$ cat config.mk
export PLATFORM = sky130hd
export DESIGN_NAME = lcd_power_seq_flat
export DESIGN_NICKNAME = d
export VERILOG_FILES = /design/src/rtl/lcd_power_seq_if.sv /design/src/rtl/lcd_power_seq.sv /design/src/flat_wrapper.sv
export SDC_FILE = /design/constraint.sdc
export NUM_CORES = 1
export LEC_CHECK = 0
export CAP_MARGIN = 20
export CORE_UTILIZATION = 55
export CTS_BUF_LIST = sky130_fd_sc_hd__clkbuf_8
export DETAILED_ROUTE_END_ITERATION = 8
export PLACE_DENSITY = 0.77
export SYNTH_ARGS = -nofsm -noshare
export SYNTH_HDL_FRONTEND = slang
export SYNTH_SLANG_ARGS = --single-unit
$ cat constraint.sdc
create_clock -name i_lcd_pclk -period 2.9 [get_ports i_lcd_pclk]
set_clock_uncertainty 0.2 [all_clocks]
set_input_delay 0.435 -clock i_lcd_pclk [delete_from_list [all_inputs] [get_ports i_lcd_pclk]]
set_output_delay 0.435 -clock i_lcd_pclk [all_outputs]
set_load 0.05 [all_outputs]
$ cat src/rtl/lcd_power_seq_if.sv
// Control/status bundle between the LCD power sequencer and its surroundings.
// The slave side is the sequencer itself; the master side is top-level control plus the pins.
interface lcd_power_seq_if #(
    parameter int P_PWM_BITS = 8
);
    logic                  i_pwr_on;
    logic                  i_lcd_vs;
    logic [P_PWM_BITS-1:0] i_bl_duty;
    logic                  o_lcd_rst;
    logic                  o_timing_en;
    logic                  o_lcd_bl;
    logic                  o_ready;
    logic                  o_fault;
    logic [2:0]            o_state;

    modport master (
        output i_pwr_on, i_lcd_vs, i_bl_duty,
        input  o_lcd_rst, o_timing_en, o_lcd_bl, o_ready, o_fault, o_state
    );

    modport slave (
        input  i_pwr_on, i_lcd_vs, i_bl_duty,
        output o_lcd_rst, o_timing_en, o_lcd_bl, o_ready, o_fault, o_state
    );
endinterface

$ cat src/rtl/lcd_power_seq.sv
// RGB LCD power-up/power-down sequencer on the pixel clock: panel reset, timing enable, backlight.
// Optional backlight PWM is enabled by defining LCD_BL_PWM_EN.
//
// state       | meaning
// ------------+------------------------------------------------------------
// IDLE        | panel off, waiting for power-on request
// RST_HOLD    | panel reset held low for P_RST_CYCLES pixel clocks
// INIT_WAIT   | reset released, panel self-init for P_INIT_CYCLES clocks
// FRAME_ON    | timing running, waiting P_FRAMES_ON vsync edges
// RUN         | backlight on, panel ready
// BL_OFF_WAIT | backlight off, waiting P_FRAMES_OFF vsync edges
module lcd_power_seq #(
    parameter logic [23:0] P_RST_CYCLES    = 24'd334,
    parameter logic [23:0] P_INIT_CYCLES   = 24'd666000,
    parameter logic [7:0]  P_FRAMES_ON     = 8'd4,
    parameter logic [7:0]  P_FRAMES_OFF    = 8'd2,
    parameter logic [23:0] P_FRAME_TIMEOUT = 24'd1000000,
    parameter int          P_PWM_BITS      = 8
) (
    input logic            i_lcd_pclk,
    input logic            i_rst,
    lcd_power_seq_if.slave bus
);
    // A zero delay or frame count behaves as one.
    localparam logic [23:0] RST_EFF  = (P_RST_CYCLES    == 24'd0) ? 24'd1 : P_RST_CYCLES;
    localparam logic [23:0] INIT_EFF = (P_INIT_CYCLES   == 24'd0) ? 24'd1 : P_INIT_CYCLES;
    localparam logic [23:0] TO_EFF   = (P_FRAME_TIMEOUT == 24'd0) ? 24'd1 : P_FRAME_TIMEOUT;
    localparam logic [7:0]  FON_EFF  = (P_FRAMES_ON     == 8'd0)  ? 8'd1  : P_FRAMES_ON;
    localparam logic [7:0]  FOFF_EFF = (P_FRAMES_OFF    == 8'd0)  ? 8'd1  : P_FRAMES_OFF;

    typedef enum logic [2:0] {
        IDLE        = 3'd0,
        RST_HOLD    = 3'd1,
        INIT_WAIT   = 3'd2,
        FRAME_ON    = 3'd3,
        RUN         = 3'd4,
        BL_OFF_WAIT = 3'd5
    } state_t;

    state_t      state, state_nxt;
    logic [23:0] cyc_cnt, cyc_nxt;
    logic [7:0]  frm_cnt, frm_nxt;
    logic        fault_q, fault_nxt;
    logic        vs_prev, vs_edge;
    logic        lcd_rst_q, timing_en_q, lcd_bl_q, ready_q;
    logic        rst_nxt, ten_nxt, bl_gate_nxt, ready_nxt, bl_nxt;

    assign vs_edge = bus.i_lcd_vs & ~vs_prev;

    always_comb begin
        state_nxt = state;
        cyc_nxt   = cyc_cnt + 24'd1;
        frm_nxt   = frm_cnt;
        fault_nxt = fault_q;
        case (state)
            IDLE: begin
                cyc_nxt = 24'd0;
                frm_nxt = 8'd0;
                if (bus.i_pwr_on) begin
                    state_nxt = RST_HOLD;
                    fault_nxt = 1'b0;
                end
            end
            RST_HOLD: begin
                if (!bus.i_pwr_on) begin
                    state_nxt = IDLE;
                end else if (cyc_cnt == RST_EFF - 24'd1) begin
                    state_nxt = INIT_WAIT;
                    cyc_nxt   = 24'd0;
                end
            end
            INIT_WAIT: begin
                if (!bus.i_pwr_on) begin
                    state_nxt = IDLE;
                end else if (cyc_cnt == INIT_EFF - 24'd1) begin
                    state_nxt = FRAME_ON;
                    cyc_nxt   = 24'd0;
                    frm_nxt   = 8'd0;
                end
            end
            FRAME_ON: begin
                if (!bus.i_pwr_on) begin
                    state_nxt = IDLE;
                end else if (vs_edge) begin
                    cyc_nxt = 24'd0;
                    if (frm_cnt == FON_EFF - 8'd1) state_nxt = RUN;
                    else                           frm_nxt   = frm_cnt + 8'd1;
                end else if (cyc_cnt == TO_EFF - 24'd1) begin
                    state_nxt = IDLE;
                    fault_nxt = 1'b1;
                end
            end
            RUN: begin
                cyc_nxt = 24'd0;
                if (!bus.i_pwr_on) begin
                    state_nxt = BL_OFF_WAIT;
                    frm_nxt   = 8'd0;
                end
            end
            BL_OFF_WAIT: begin
                // A renewed power-on request does not abort the power-down.
                if (vs_edge) begin
                    cyc_nxt = 24'd0;
                    if (frm_cnt == FOFF_EFF - 8'd1) state_nxt = IDLE;
                    else                            frm_nxt   = frm_cnt + 8'd1;
                end else if (cyc_cnt == TO_EFF - 24'd1) begin
                    state_nxt = IDLE;
                    fault_nxt = 1'b1;
                end
            end
            default: begin
                state_nxt = IDLE;
                cyc_nxt   = 24'd0;
                frm_nxt   = 8'd0;
            end
        endcase
    end

    // Outputs are decoded from the next state so they switch together with o_state.
    always_comb begin
        rst_nxt     = (state_nxt != IDLE) && (state_nxt != RST_HOLD);
        ten_nxt     = (state_nxt == FRAME_ON) || (state_nxt == RUN) || (state_nxt == BL_OFF_WAIT);
        bl_gate_nxt = (state_nxt == RUN);
        ready_nxt   = (state_nxt == RUN);
    end

`ifdef LCD_BL_PWM_EN
    logic [P_PWM_BITS-1:0] pwm_cnt, pwm_cnt_nxt, duty_q, duty_nxt;

    // Duty is only picked up at the period boundary so a period is never truncated.
    always_comb begin
        pwm_cnt_nxt = pwm_cnt + P_PWM_BITS'(1);
        duty_nxt    = (pwm_cnt_nxt == '0) ? bus.i_bl_duty : duty_q;
        bl_nxt      = bl_gate_nxt & (pwm_cnt_nxt < duty_nxt);
    end

    always_ff @(posedge i_lcd_pclk) begin
        if (i_rst) begin
            pwm_cnt <= '0;
            duty_q  <= '0;
        end else begin
            pwm_cnt <= pwm_cnt_nxt;
            duty_q  <= duty_nxt;
        end
    end
`else
    logic unused_duty;
    assign unused_duty = ^bus.i_bl_duty;
    assign bl_nxt      = bl_gate_nxt;
`endif

    always_ff @(posedge i_lcd_pclk) begin
        if (i_rst) begin
            state       <= IDLE;
            cyc_cnt     <= 24'd0;
            frm_cnt     <= 8'd0;
            fault_q     <= 1'b0;
            vs_prev     <= 1'b0;
            lcd_rst_q   <= 1'b0;
            timing_en_q <= 1'b0;
            lcd_bl_q    <= 1'b0;
            ready_q     <= 1'b0;
        end else begin
            state       <= state_nxt;
            cyc_cnt     <= cyc_nxt;
            frm_cnt     <= frm_nxt;
            fault_q     <= fault_nxt;
            vs_prev     <= bus.i_lcd_vs;
            lcd_rst_q   <= rst_nxt;
            timing_en_q <= ten_nxt;
            lcd_bl_q    <= bl_nxt;
            ready_q     <= ready_nxt;
        end
    end

    assign bus.o_lcd_rst   = lcd_rst_q;
    assign bus.o_timing_en = timing_en_q;
    assign bus.o_lcd_bl    = lcd_bl_q;
    assign bus.o_ready     = ready_q;
    assign bus.o_fault     = fault_q;
    assign bus.o_state     = state;
endmodule

$ cat src/flat_wrapper.sv
// flat-port wrapper written by rule: the top's interface ports become plain ports
module lcd_power_seq_flat 
#(
    parameter logic [23:0] P_RST_CYCLES    = 24'd334,
    parameter logic [23:0] P_INIT_CYCLES   = 24'd666000,
    parameter logic [7:0]  P_FRAMES_ON     = 8'd4,
    parameter logic [7:0]  P_FRAMES_OFF    = 8'd2,
    parameter logic [23:0] P_FRAME_TIMEOUT = 24'd1000000,
    parameter int          P_PWM_BITS      = 8
)
  (i_lcd_pclk, i_rst, bus_i_pwr_on, bus_i_lcd_vs, bus_i_bl_duty, bus_o_lcd_rst, bus_o_timing_en, bus_o_lcd_bl, bus_o_ready, bus_o_fault, bus_o_state);
  lcd_power_seq_if #(.P_PWM_BITS(P_PWM_BITS)) bus_i ();
  input logic i_lcd_pclk;
  input logic i_rst;
  input wire logic [$bits(bus_i.i_pwr_on)-1:0] bus_i_pwr_on;
  input wire logic [$bits(bus_i.i_lcd_vs)-1:0] bus_i_lcd_vs;
  input wire logic [$bits(bus_i.i_bl_duty)-1:0] bus_i_bl_duty;
  output wire logic [$bits(bus_i.o_lcd_rst)-1:0] bus_o_lcd_rst;
  output wire logic [$bits(bus_i.o_timing_en)-1:0] bus_o_timing_en;
  output wire logic [$bits(bus_i.o_lcd_bl)-1:0] bus_o_lcd_bl;
  output wire logic [$bits(bus_i.o_ready)-1:0] bus_o_ready;
  output wire logic [$bits(bus_i.o_fault)-1:0] bus_o_fault;
  output wire logic [$bits(bus_i.o_state)-1:0] bus_o_state;
  assign bus_i.i_pwr_on = bus_i_pwr_on;
  assign bus_i.i_lcd_vs = bus_i_lcd_vs;
  assign bus_i.i_bl_duty = bus_i_bl_duty;
  assign bus_o_lcd_rst = bus_i.o_lcd_rst;
  assign bus_o_timing_en = bus_i.o_timing_en;
  assign bus_o_lcd_bl = bus_i.o_lcd_bl;
  assign bus_o_ready = bus_i.o_ready;
  assign bus_o_fault = bus_i.o_fault;
  assign bus_o_state = bus_i.o_state;
  lcd_power_seq #(.P_RST_CYCLES(P_RST_CYCLES), .P_INIT_CYCLES(P_INIT_CYCLES), .P_FRAMES_ON(P_FRAMES_ON), .P_FRAMES_OFF(P_FRAMES_OFF), .P_FRAME_TIMEOUT(P_FRAME_TIMEOUT), .P_PWM_BITS(P_PWM_BITS)) u_core (.i_lcd_pclk(i_lcd_pclk), .i_rst(i_rst), .bus(bus_i));
endmodule
==> summary.txt, run 1 <==
largest net degree at the start of global routing: 25
die area: 4200 µm²
Via-to-Cell Ratio: 5.62
antenna cells: 0
Crit Path Category: register to register
DR WL/cell: 13.0 µm
VDD IR-drop max: 0.286 mV
CTS tree: built
sequential area share after synthesis: 0.369
final hold violation count: 0
Total Power: 1010 µW
crit end category: register
Yosys reg bits: 40
core area: 3720 µm²
Synth Instances: 255
Area growth, synth to finish: 10.4%
PwrDens: 420 nW/µm²
vias after detailed routing: 1788
vias in the first global route: 1592
Register Area: 801 µm²
arrival time of the worst setup path: 2630 ps
Post-CTS Hold Fix Bufs: 0
Final Setup Violations: 0
multi-input logic area: 1260 µm²
cell row count: 22
initial antenna violation count: 0
Synth area leaders: dfxtp_1, nor2_1, xor2_1, xnor2_1, nand3_1
1st-pass router iterations: 4
Synth top cells by count: nor2_1, dfxtp_1, nand2_1, nand3_1
Combinational Power Share: 0.057
P_sw: 220 µW
total CTS buffers: 5
total gr overflow: 0
Clock power frac: 0.390
unrepaired setup endpoints after global routing: no
final wirelength: 4140 µm
Die Ht: 64.8 µm
DRC: 0
Worst Max-Slew Pin Slew: 616 ps
Slew Limit Fails: 0
Hold Crit Class: register to register
I/O pin cnt: 20
Initial DRC Count: 218
max cap viols: 0
first-pass GRT wire length: 7220 µm
Power Internal: 787 µW
clk sinks: 40
Final min period: 2660 ps
Post-synth EDFFs: 0
Synth cell types: 53
switching part of the total: 0.218
Die X: 64.8 µm
Crit path required time: 2880 ps
worst skew pair latency: 290 ps
Fillers: 329
top-area cell type share of the netlist area: 0.369
FFs w/ async S/R, synth: 0
Syn Nets: 271
Post-CTS Setup Inserts: 0
post-route ant nets: 0
Synth Area per Inst: 8.52 µm²
Cell Area, Synth: 2170 µm²
Fmax: 0.377 GHz
gp weighted congestion: 0.840
GRT Util Overall: 0.222
hold_ws: 284 ps
HPWL after DPL: 2950 µm
area leader, netlist: dfxtp_1
clk root buf: clkbuf_8
Worst setup SP type: register
Reg2Reg Depth: 6
CTS Buffer Depth: 2
Tcrit/Tclk final: 0.916
sequential share of power: 0.553
run status: complete, no violations
yosys warns: 0
CTS resizes: 0
CP Max Fanout: 5
Hold Path Cell Cnt: 1
leak pwr: 0.000805 µW
# port buffers: 11
Max H-tree Level: 2
relative max-transition margin: 0.586
ys flop type: dfxtp_1
initial core utilization: 0.585
Final #Nets: 286
cell with the most instances after synthesis: nor2_1
Worst-path clk slew: 70 ps
layout cells sized above 1: 0.111
Final TNS setup: 0 ps
[cell usage in the layout (no fill, tap or decap), drive strengths merged, types with 2 or more instances in the layout]
cell type	instances
and2	2
nor2	42
nand2b	3
xor2	12
or3b	3
nand3b	2
nand4	6
nand3	14
nand2	14
clkbuf	7
and4	3
ha	4
o21bai	2
o22ai	2
or3	6
inv	6
nor4	6
nor3	7
or4b	2
or4	3
buf	6
clkdlybuf4s50	11
a21oi	14
nor2b	4
a31oi	2
and3	8
a211oi	2
xnor2	10
dfxtp	40
nor3b	3
o21ai	9
[cell families after synthesis]
| logic type | Yosys count | share of synthesized area |
|---|---|---|
| compound gates | 40 | 0.124 |
| xor+xnor | 22 | 0.0887 |
| fa+ha+maj | 4 | 0.0230 |
| buf+inv | 15 | 0.0495 |
| flops | 40 | 0.369 |
| simple gates | 134 | 0.346 |
[power by group through the flow]
stage / registers (µW) / logic (µW) / clock network (µW)
detailed placement: 569 / 58.0 / 0
CTS: 557 / 58.1 / 406
global placement: 569 / 57.6 / 0
global route: 557 / 63.6 / 426
finish: 557 / 57.8 / 392
floorplan: 571 / 41.0 / 0
[area by class of cell]
cell class	instances	share of cell area
clock buffer	7	0.0402
inverter	6	0.00939
multi-input combinational	200	0.527
sequential	40	0.334
tap	48	0.0250
timing repair buffer	17	0.0647
[worst paths after layout]
kind | start | end | slack (ps)
setup / recovery | u_core.cyc_cnt[21] | u_core.bus.o_timing_en | 240
hold reg to reg | u_core.cyc_cnt[0] | u_core.cyc_cnt[0] | 280
hold / removal | u_core.cyc_cnt[0] | u_core.cyc_cnt[0] | 280
setup reg to reg | u_core.cyc_cnt[21] | u_core.bus.o_timing_en | 240
[state kept, by name, summed over array words and instances, names as in the netlist]
| signal | cells |
|---|---|
| u_core.bus.o_fault | 1 |
| u_core.bus.o_lcd_bl | 1 |
| u_core.bus.o_lcd_rst | 1 |
| u_core.bus.o_state | 3 |
| u_core.bus.o_timing_en | 1 |
| u_core.cyc_cnt | 24 |
| u_core.frm_cnt | 8 |
| u_core.vs_prev | 1 |
[critical path: stages (launching register included)]
cell and delay (ps):
dfxtp_1 350, or4_4 550, or3_4 380, or4_4 530
a31oi_1 300, o21bai_1 160, a21oi_1 80
[stage by stage]
stage | setup slack (ps) | utilization | std cells | cell area [µm²]
2_1_floorplan | 407 | - | 255 | 2170
3_3_place_gp | 170 | 0.620 | 311 | 2300
3_5_place_dp | 144 | 0.620 | 311 | 2300
4_1_cts | 230 | 0.645 | 318 | 2400
5_1_grt | 151 | 0.645 | 318 | 2400
6_report | 245 | 0.645 | 318 | 2400
[per-layer routing]
layer | GRT usage | up-vias | wire [µm] | share of wire
li1 | - | 938 | - | -
met3 | 0.0528 | 6 | 147 | 0.035
met2 | 0.349 | 27 | 1890 | 0.46
met5 | 0 | - | 0 | 0
met1 | 0.287 | 817 | 2030 | 0.49
met4 | 0.0917 | 0 | 70 | 0.017
Note: power is estimated with default switching activity, not from simulation.
==> run 2, diff against run 1 <==
--- a/config.mk
+++ b/config.mk
@@ -9,7 +9,8 @@
 export CORE_UTILIZATION = 55
 export CTS_BUF_LIST = sky130_fd_sc_hd__clkbuf_8
 export DETAILED_ROUTE_END_ITERATION = 8
-export PLACE_DENSITY = 0.77
+export DONT_BUFFER_PORTS = 1
+export PLACE_DENSITY = 0.7
 export SYNTH_ARGS = -nofsm -noshare
 export SYNTH_HDL_FRONTEND = slang
 export SYNTH_SLANG_ARGS = --single-unit
==> summary.txt, run 2 (same netlist as run 1, synthesis figures left out) <==
Initial DRC Count: 206 (-5.5%)
vias in the first global route: 1674 (+5.2%)
Clock power frac: 0.386 (-0.004)
Largest Register: u_core.cyc_cnt
clk root buf: clkbuf_8
Tcrit/Tclk final: 0.919 (+0.00338)
Finished Layout Cells: 311 (-2.2%)
dpl cells: 301 (-3.2%)
hold_ws: 11.3 ps (-273 ps)
unrepaired setup endpoints after global routing: no
Crit path required time: 2850 ps (-30 ps)
switching part of the total: 0.234 (+0.0158)
Final Setup Violations: 0 (unchanged)
initial antenna violation count: 0 (unchanged)
Place WS: 283 ps (+138 ps)
vias after detailed routing: 1850 (+3.5%)
post-route ant nets: 0 (unchanged)
gp weighted congestion: 0.826 (-1.6%)
PwrDens: 429 nW/µm² (+2.3%)
Combinational Power Share: 0.055 (-0.002)
I/O pin cnt: 20 (unchanged)
CTS tree: built
Final TNS setup: 0 ps (unchanged)
commonest non-fill, non-tap cell in the layout: nor2_1
max cap viols: 0 (unchanged)
max reg flops: 24 (unchanged)
clk sinks: 40 (unchanged)
Hold Crit Class: primary input to register
Post-CTS Setup Inserts: 0 (unchanged)
die area: 4200 µm² (unchanged)
Final #Nets: 278 (-2.8%)
Worst setup SP type: register
layout cells sized above 1: 0.118 (+0.00676)
Fmax: 0.375 GHz (-0.37%)
relative max-transition margin: 0.381 (-0.205)
Die X: 64.8 µm (unchanged)
final hold violation count: 0 (unchanged)
Power Internal: 761 µW (-3.3%)
worst skew pair latency: 290 ps (about the same)
total gr overflow: 0 (unchanged)
core area: 3720 µm² (unchanged)
# port buffers: 0 (-11)
VDD IR-drop max: 0.315 mV (+10%)
Worst Max-Slew Pin Slew: 927 ps (+311 ps)
1st-pass router iterations: 4 (unchanged)
sequential share of power: 0.559 (+0.006)
Area growth, synth to finish: 6.51%
DR WL/cell: 14.1 µm (+8.6%)
Slew Limit Fails: 0 (unchanged)
antenna cells: 0 (unchanged)
Die Ht: 64.8 µm (unchanged)
DRC: 0 (unchanged)
CTS Buffer Depth: 2 (unchanged)
Max H-tree Level: 2 (unchanged)
total CTS buffers: 5 (unchanged)
Crit Path Category: register to register
arrival time of the worst setup path: 2620 ps (about the same)
largest net degree at the start of global routing: 25 (unchanged)
cell row count: 22 (unchanged)
Via-to-Cell Ratio: 5.95 (+5.8%)
GRT Util Overall: 0.233 (+0.0110)
run status: complete, no violations
leak pwr: 0.000778 µW (-3.3%)
Worst-path clk slew: 80 ps (about the same)
CP Max Fanout: 5 (unchanged)
most frequent cells in the layout: nor2_1, dfxtp_1, nand2_1, nand3_1
P_sw: 233 µW (+5.8%)
crit end category: register
Final min period: 2660 ps (+9.82 ps)
final setup margin: 235 ps (-9.82 ps)
first-pass GRT wire length: 7560 µm (+4.6%)
HPWL after DPL: 3070 µm (+4.1%)
initial core utilization: 0.585 (unchanged)
final wirelength: 4400 µm (+6.2%)
[run 2: worst max-delay path: stages, from the launching register on]
cell	delay, ps
dfxtp_1	350
or4_4	540
or3_4	380
or4_4	540
a31oi_1	280
o21bai_1	150
a21oi_1	80
[run 2: stage by stage]
step	utilization	instance area, µm²	total power [µW]
after floorplan	-	2170	612
after global placement	0.592	2200	617
after detailed placement	0.592	2200	617
after CTS	0.623	2310	1010
after global routing	0.623	2310	1030
final	0.623	2310	993
[run 2: layout make-up]
| class | count | area (µm²) |
|---|---|---|
| tap | 48 | 60.1 |
| inverter | 6 | 22.5 |
| clock inverter | 2 | 11.3 |
| fill | 332 | 1400 |
| multi-input combinational | 200 | 1260 |
| sequential | 40 | 801 |
| timing repair buffer | 9 | 72.6 |
| clock buffer | 6 | 82.6 |
[run 2: repair_timing]
action                                 4_1_cts  5_1_grt
endpoints found under the hold margin       14        0
gates resized for setup                      0        0
hold buffers                                 2        0
[run 2: final timing paths]
check	from	to	slack, ps	cells after the start
worst min-delay path	i_rst	u_core.bus.o_lcd_bl	10	1
worst min register to register	u_core.cyc_cnt[0]	u_core.cyc_cnt[0]	280	1
worst max register to register	u_core.cyc_cnt[21]	u_core.bus.o_timing_en	240	6
worst max-delay path	u_core.cyc_cnt[21]	u_core.bus.o_timing_en	240	6
[run 2: power groups by stage]
| stage | registers, µW | clock network, µW | logic (µW) |
|---|---|---|---|
| finish | 555 | 384 | 54.7 |
| global route | 555 | 419 | 59.1 |
| CTS | 555 | 396 | 54.6 |
| detailed placement | 568 | 0 | 48.9 |
| global placement | 568 | 0 | 48.8 |
| floorplan | 571 | 0 | 41.0 |
[run 2: routing by layer]
layer	track usage	wire length, µm
met5	0	0
met4	0.0861	85
met3	0.0599	168
met2	0.392	2090
met1	0.281	2050
